## config.mk

```make
export PLATFORM = sky130hd
export DESIGN_NAME = display_formatter
export DESIGN_NICKNAME = d
export VERILOG_FILES = /design/src/rtl/display_formatter.sv
export SDC_FILE = /design/constraint.sdc
export NUM_CORES = 1
export LEC_CHECK = 0
export CAP_MARGIN = 20
export CORE_ASPECT_RATIO = 0.9
export CORE_MARGIN = 2
export CORE_UTILIZATION = 55
export CTS_BUF_LIST = sky130_fd_sc_hd__clkbuf_8
export CTS_CLUSTER_SIZE = 8
export DETAILED_ROUTE_END_ITERATION = 8
export GPL_ROUTABILITY_DRIVEN = 1
export GPL_TIMING_DRIVEN = 0
export HOLD_SLACK_MARGIN = 0.02
export PLACE_DENSITY = 0.82
export SYNTH_ARGS = -nofsm -noshare
export SYNTH_HDL_FRONTEND = slang
export SYNTH_SLANG_ARGS = --single-unit
```

## constraint.sdc

```tcl
create_clock -name clock -period 3.4 [get_ports clock]
set_input_delay 0.51 -clock clock [delete_from_list [all_inputs] [get_ports clock]]
set_output_delay 0.51 -clock clock [all_outputs]
set_load 0.01 [all_outputs]
```

## src/rtl/display_formatter.sv

```systemverilog
// display_formatter: sequential binary-to-BCD converter for the six-digit
// seven-segment display. One shift-and-add-3 step per clock, then a single
// FINISH edge writes digits, blanking, decimal points and overflow together
// so the display never shows a partially converted value.
module display_formatter #(
  parameter int IN_WIDTH = 20
) (
  input  logic                clock,
  input  logic                reset_L,
  input  logic                load,
  input  logic [IN_WIDTH-1:0] value,
  input  logic                lz_en,
  input  logic [5:0]          dp_sel,
  output logic                busy,
  output logic                done,
  output logic                overflow,
  output logic [3:0]          Num_Hex0,
  output logic [3:0]          Num_Hex1,
  output logic [3:0]          Num_Hex2,
  output logic [3:0]          Num_Hex3,
  output logic [4:0]          Num_Hex4,
  output logic [4:0]          Num_Hex5,
  output logic [5:0]          Blanked,
  output logic [5:0]          DP_out
);

  localparam logic [1:0] IDLE   = 2'd0;
  localparam logic [1:0] CONV   = 2'd1;
  localparam logic [1:0] FINISH = 2'd2;

  // Counter value seen on the edge that performs the final shift.
  localparam logic [4:0] LAST_SHIFT = 5'(IN_WIDTH - 1);

  logic [1:0]          state_r;
  logic [IN_WIDTH-1:0] bin_r;
  logic [23:0]         bcd_r;
  logic [4:0]          cnt_r;
  logic                lz_r;
  logic [5:0]          dp_r;
  logic                ovf_r;

  logic [23:0]         bcd_adj_s;
  logic [23:0]         fin_digits_s;
  logic [5:0]          blank_s;
  logic                zero_run_s;
  logic                too_big_s;

  // Add 3 to every BCD nibble that is 5 or more, ahead of the left shift.
  function automatic logic [23:0] add3_all(input logic [23:0] b);
    logic [23:0] r;
    r = b;
    for (int i = 0; i < 6; i++) begin
      if (r[4*i +: 4] >= 4'd5) begin
        r[4*i +: 4] = r[4*i +: 4] + 4'd3;
      end else begin
        r[4*i +: 4] = r[4*i +: 4];
      end
    end
    return r;
  endfunction

  // Values above 999999 cannot be shown on six digits.
  always_comb begin
    too_big_s = (32'(value) > 32'd999999);
  end

  // Per-nibble correction for the current conversion step.
  always_comb begin
    bcd_adj_s = add3_all(bcd_r);
  end

  // Final digits: saturate to all nines on overflow.
  always_comb begin
    if (ovf_r) begin
      fin_digits_s = 24'h999999;
    end else begin
      fin_digits_s = bcd_r;
    end
  end

  // Leading-zero blanking: digit i (i>=1) dark when it and all higher digits are zero.
  always_comb begin
    blank_s    = 6'b000000;
    zero_run_s = 1'b1;
    for (int i = 5; i >= 1; i--) begin
      zero_run_s = zero_run_s & (fin_digits_s[4*i +: 4] == 4'd0);
      blank_s[i] = lz_r & zero_run_s;
    end
  end

  // Conversion FSM and datapath: capture, shift-and-add-3, hand-off.
  always_ff @(posedge clock or negedge reset_L) begin
    if (!reset_L) begin
      state_r <= IDLE;
      bin_r   <= '0;
      bcd_r   <= 24'h000000;
      cnt_r   <= 5'd0;
      lz_r    <= 1'b0;
      dp_r    <= 6'b000000;
      ovf_r   <= 1'b0;
    end else begin
      case (state_r)
        IDLE: begin
          if (load) begin
            bin_r   <= value;
            lz_r    <= lz_en;
            dp_r    <= dp_sel;
            ovf_r   <= too_big_s;
            bcd_r   <= 24'h000000;
            cnt_r   <= 5'd0;
            state_r <= CONV;
          end else begin
            state_r <= IDLE;
          end
        end
        CONV: begin
          bcd_r <= {bcd_adj_s[22:0], bin_r[IN_WIDTH-1]};
          bin_r <= bin_r << 1;
          cnt_r <= cnt_r + 5'd1;
          if (cnt_r == LAST_SHIFT) begin
            state_r <= FINISH;
          end else begin
            state_r <= CONV;
          end
        end
        FINISH: begin
          state_r <= IDLE;
        end
        default: begin
          state_r <= IDLE;
        end
      endcase
    end
  end

  // Registered display outputs and handshake, updated only on the FINISH edge.
  always_ff @(posedge clock or negedge reset_L) begin
    if (!reset_L) begin
      busy     <= 1'b0;
      done     <= 1'b0;
      overflow <= 1'b0;
      Num_Hex0 <= 4'd0;
      Num_Hex1 <= 4'd0;
      Num_Hex2 <= 4'd0;
      Num_Hex3 <= 4'd0;
      Num_Hex4 <= 5'd0;
      Num_Hex5 <= 5'd0;
      Blanked  <= 6'b111111;
      DP_out   <= 6'b000000;
    end else begin
      done <= 1'b0;
      case (state_r)
        IDLE: begin
          if (load) begin
            busy <= 1'b1;
          end else begin
            busy <= busy;
          end
        end
        FINISH: begin
          busy     <= 1'b0;
          done     <= 1'b1;
          overflow <= ovf_r;
          Num_Hex0 <= fin_digits_s[3:0];
          Num_Hex1 <= fin_digits_s[7:4];
          Num_Hex2 <= fin_digits_s[11:8];
          Num_Hex3 <= fin_digits_s[15:12];
          Num_Hex4 <= {1'b0, fin_digits_s[19:16]};
          Num_Hex5 <= {1'b0, fin_digits_s[23:20]};
          Blanked  <= blank_s;
          DP_out   <= dp_r;
        end
        default: begin
          busy <= busy;
        end
      endcase
    end
  end

endmodule
```

# == Yosys cells after proc, flatten, opt, wreduce, memory -nomap -nowiden ==
# Index checks and enable logic that the tools add are counted.
# totals
reg_bits,98
out_inout_bits,41
input_bits,30
# op_classes
n_bitwise,9
order_cmp,7
muxes,19
add_sub_neg,7
n_reduce_logical,11
eq_ne,4
# ops
cell,count
$mux W24,2
$pmux W24 S2,1
$pmux W20 S2,1
$ge A4 B3 Y1 const B,6
$add A4 B2 Y4 const B,5
$gt A20 B20 Y1 const B,1
$logic_not A4 Y1,5
$mux W20,1
$mux W4,5
$pmux W5 S2,1
$and A1 B1 Y1,9
$reduce_and A2 Y1,3
$add A5 B1 Y5 const B,1
$eq A5 B5 Y1 const B,1
$mux W5,1
$pmux W2 S2,1
$reduce_bool A2 Y1,2
$add A3 B2 Y3 const B,1
$mux W1,3
$mux W3,1
$eq A2 B1 Y1 const B,1
$eq A2 B2 Y1 const B,1
$logic_not A2 Y1,1
$mux W2,1
2 further kinds,2

# == Logic depth before layout (Yosys ltp) ==
# depth
word_depth,7
mapped_depth,6
ltp_nobuf,6

# == Worst setup path after synthesis ==
# OpenSTA, ideal clock, no wires.
# synth_path
kind,flip-flop to flip-flop
startpoint,reg bcd_r[20]
endpoint,reg Blanked[1]
setup_ns,0.086
synth_period_minus_slack_ns,1.598
t_arrival_ns,1.512
n_path_buf,0
required_ns,3.314
setup_slack_ns,1.802
path_stages_with_launch,5
path_cell_list,dfrtp_1 > or4b_1 > and4bb_4 > nand4_2 > o31ai_2
# synth_via
elab_chain_cells,7
# synth_rtl
element,line_no,text
from (decl),36,logic [23:0] bcd_r;
from (signal assigned),117,"bcd_r <= {bcd_adj_s[22:0], bin_r[IN_WIDTH-1]};"
$mux W24,74,if (ovf_r) begin
$logic_not A4 Y1,86,zero_run_s = zero_run_s & (fin_digits_s[4*i +: 4] == 4'd0);
$and A1 B1 Y1 (4 in a row),86,
$and A1 B1 Y1,87,blank_s[i] = lz_r & zero_run_s;
to (signal assigned),170,Blanked <= blank_s;
to (decl),23,"output logic [5:0] Blanked,"
# Every way passes these cells.
# A chain may end at the register's enable or synchronous reset.

# == Final worst setup path ==
# layout_path
startpoint,reg Blanked[5]
endpoint,out Blanked[5]
# No word-level cell between the ends.

==> qor.yml <==
timing:
  setup_viol: 0
  worst_pin_slew_ps: 626
  rsz0062_at_grt: "false"
  period_share_pct: 57.9
  setup_tns_ps: 0
  timing.slew.headroom_pct: 58.3
  hold_viol_final: 0
  setup_ws_ps: 1430
  min_period_ps: 1970
  fin_skew_ps: 12.2
  fmax_mhz: 508
  slew_violations: 0
floorplan:
  core_area_mm2: 0.00803
  start_util_pct: 56.7
  fp.dieW_um: 99.9
  io_pins: 71
  die_h_um: 90.3
  dieArea_mm2: 0.00903
  core.rowCount: 31
logic_synthesis:
  synthDistinctLibCells: 43
  ys_ff_latch: 98
  yosysWarnings: 0
  syn-cell-area_mm2: 0.00455
  ys.flop_type: "dfrtp_1"
  synth_common_cells: "93 x nand2_1, 92 x dfrtp_1, 45 x o21ai_0"
  synth_edf_count: 0
  synth_area_leaders: "dfrtp_1 51%, nand2_1 7.7%, o21ai_0 4.9%"
  synthCells: 470
  synth_top_area_share_pct: 50.5
  synth-seq-area-share_pct: 54.0
  syn_area_per_cell_um2: 9.69
  ys_async_sr_fraction_pct: 100
  netlist.top_cell.by_area: "dfrtp_1"
  synth_most_common_cell: "nand2_1"
detailed_routing:
  viasPerCell: 5.77
  routed_wl_um: 10700
  wire_per_inst_um: 16.3
  first_iter_violations: 252
  dr.pass1.iters: 4
  drc: 0
  drtAntennaViolNets: 0
  vias: 3782
layout:
  layout.nets: 594
  drive_above_1_share_pct: 5.76
  diodes: 0
  syn_to_final_growth_pct: 22.7
  utilization_pct: 69.6
cts:
  clockBufferDepth: 2
  clk_pin_slew_ps: 100
  ctsHoldBuffers: 0
  cts_setup_buffers: 0
  ctsResizeCount: 0
  htree_levels: 3
  cts.sinks: 98
  root_buffer: "clkbuf_8"
  cts_tree: "built"
  cts_buffers: 9
  clkLatencyLatePin_ps: 370
critical_path:
  crit_path_cell_trace: "clkdlybuf4s50_1"
  path_class: "reg -> out"
  cp-end-kind: "output port"
  crit_slowest_cell: "dfstp_2"
  crit_arrival_ps: 1460
  critPathLaunchType: "register"
  cp_num_buf_inv: 1
  max_stage_delay_ps: 560
  critPathTopFamily: "flip-flops"
  cp_max_fo: 2
  required_ps: 2890
place:
  dp_hpwl_um: 7430
  preCtsSetupSlack_ps: 1120
  place_congestion: 0.902
  numPortBuffers: 68
status:
  status: "completed"
global_route:
  grt_pass1_vias: 3845
  gr-total-overflow: 0
  grt_pass1_wl_um: 18000
  grt_max_degree: 60
  antenna_found_initial: 0
  grt_util_all_layers_pct: 25.0
power_and_ir_drop:
  p_leak_nw: 2.49
  finalPower_mw: 4.74
  max-vdd-ir-drop_mv: 0.449
  power.density_mw_per_mm2: 849
worst_hold_path:
  min_path_type: "in -> async"
job:
  cap_violations: 0
-- routing by layer --
metal	vias to the layer above	global-route usage (%)	wire [µm]	part of all wire, %
met4	0	10.2	199	1.9
met3	19	5.50	668	6.3
met1	1823	33.9	4830	45
met2	144	39.1	4980	47
met5	-	0	0	0
li1	1796	-	-	-
-- worst register-to-register path, delay by kind of cell, from the launching register on --
family / cells / cell delay (ps)
DFF: 1 / 440
buffers and inverters: 2 / 860
and+or+nand+nor: 2 / 280
AOI/OAI and AO/OA: 1 / 120
-- cell families (layout without fill, tap and decap cells) --
| family | count (synthesis) | in the layout | synth area share [%] |
|---|---|---|---|
| other | 1 | 2 | 0.0823 |
| adder cells (fa/ha/maj) | 13 | 13 | 3.57 |
| XOR/XNOR | 10 | 10 | 1.92 |
| flip-flops | 98 | 98 | 54.0 |
| AO/OA/AOI/OAI | 132 | 132 | 18.6 |
| AND/OR/NAND/NOR | 170 | 170 | 17.8 |
| buffers and inverters | 46 | 131 | 4.01 |
-- per-stage QoR --
stage                     area, µm²  instances  hold WS (ps)
after floorplan                4560        471           214
after global placement         5360        638           442
after detailed placement       5390        639           455
after CTS                      5590        655           121
after global routing           5590        655           137
final                          5590        655           114
-- sequential cells by signal, indices dropped and copies added, names as in the netlist, 2 cells and up --
| name | flops |
|---|---|
| Num_Hex5 | 4 |
| dp_r | 6 |
| bin_r | 20 |
| Num_Hex3 | 4 |
| state_r | 2 |
| Num_Hex4 | 4 |
| cnt_r | 5 |
| Blanked | 6 |
| DP_out | 6 |
| Num_Hex0 | 4 |
| Num_Hex1 | 4 |
| Num_Hex2 | 4 |
| bcd_r | 24 |
-- power breakdown --
group | internal [mW] | switching, mW
clock network | 0.348 | 0.420
logic | 0.925 | 1.10
registers | 1.61 | 0.348
-- final cells by class --
class                   instances  area (µm²)
repair buffers                 69         706
multi-input cells             327        1920
clock buffers                   9         124
fillers                       633        2440
inverters                      13        48.8
clock inverters                 7        77.6
plain buffers                  33         134
well taps                      99         124
flip-flops and latches         98        2460
-- final timing paths --
path                            start    endpoint  slack (ps)  cells after the start
max in group asynchronous     reset_L    bin_r[3]        2620                      2
max reg2reg                state_r[0]    bcd_r[6]        1580                      5
min reg2reg                Blanked[3]  Blanked[3]         470                      2
max                        Blanked[5]  Blanked[5]        1430                      1
min                           reset_L   bcd_r[11]         110                      1
min in group clock         Blanked[3]  Blanked[3]         470                      2
-- cell usage in the layout, fill, tap and decap left out, types with 2 or more instances in the layout --
cell type         n
nand4_1           3
o41ai_1           2
clkbuf_8          9
o22ai_1           7
nand2_1          93
inv_1            14
nand3_1           7
o32ai_1           4
nor4_1            2
nor2b_1          22
ha_1             13
clkdlybuf4s50_1  67
buf_2             2
xor2_1            4
a221o_1           2
clkbuf_1         26
dfstp_2           6
nor2_1           13
buf_1             3
xnor2_1           6
clkinvlp_4        2
inv_6             2
a22o_1            2
o311ai_0          3
dfrtp_1          92
a32o_1            6
a21oi_1          27
nand2b_1         14
nor3_1            6
a22oi_1          19
o21ai_0          45
conb_1            2
o31ai_1          12
buf_4             3
(Power assumes the default switching activity.)
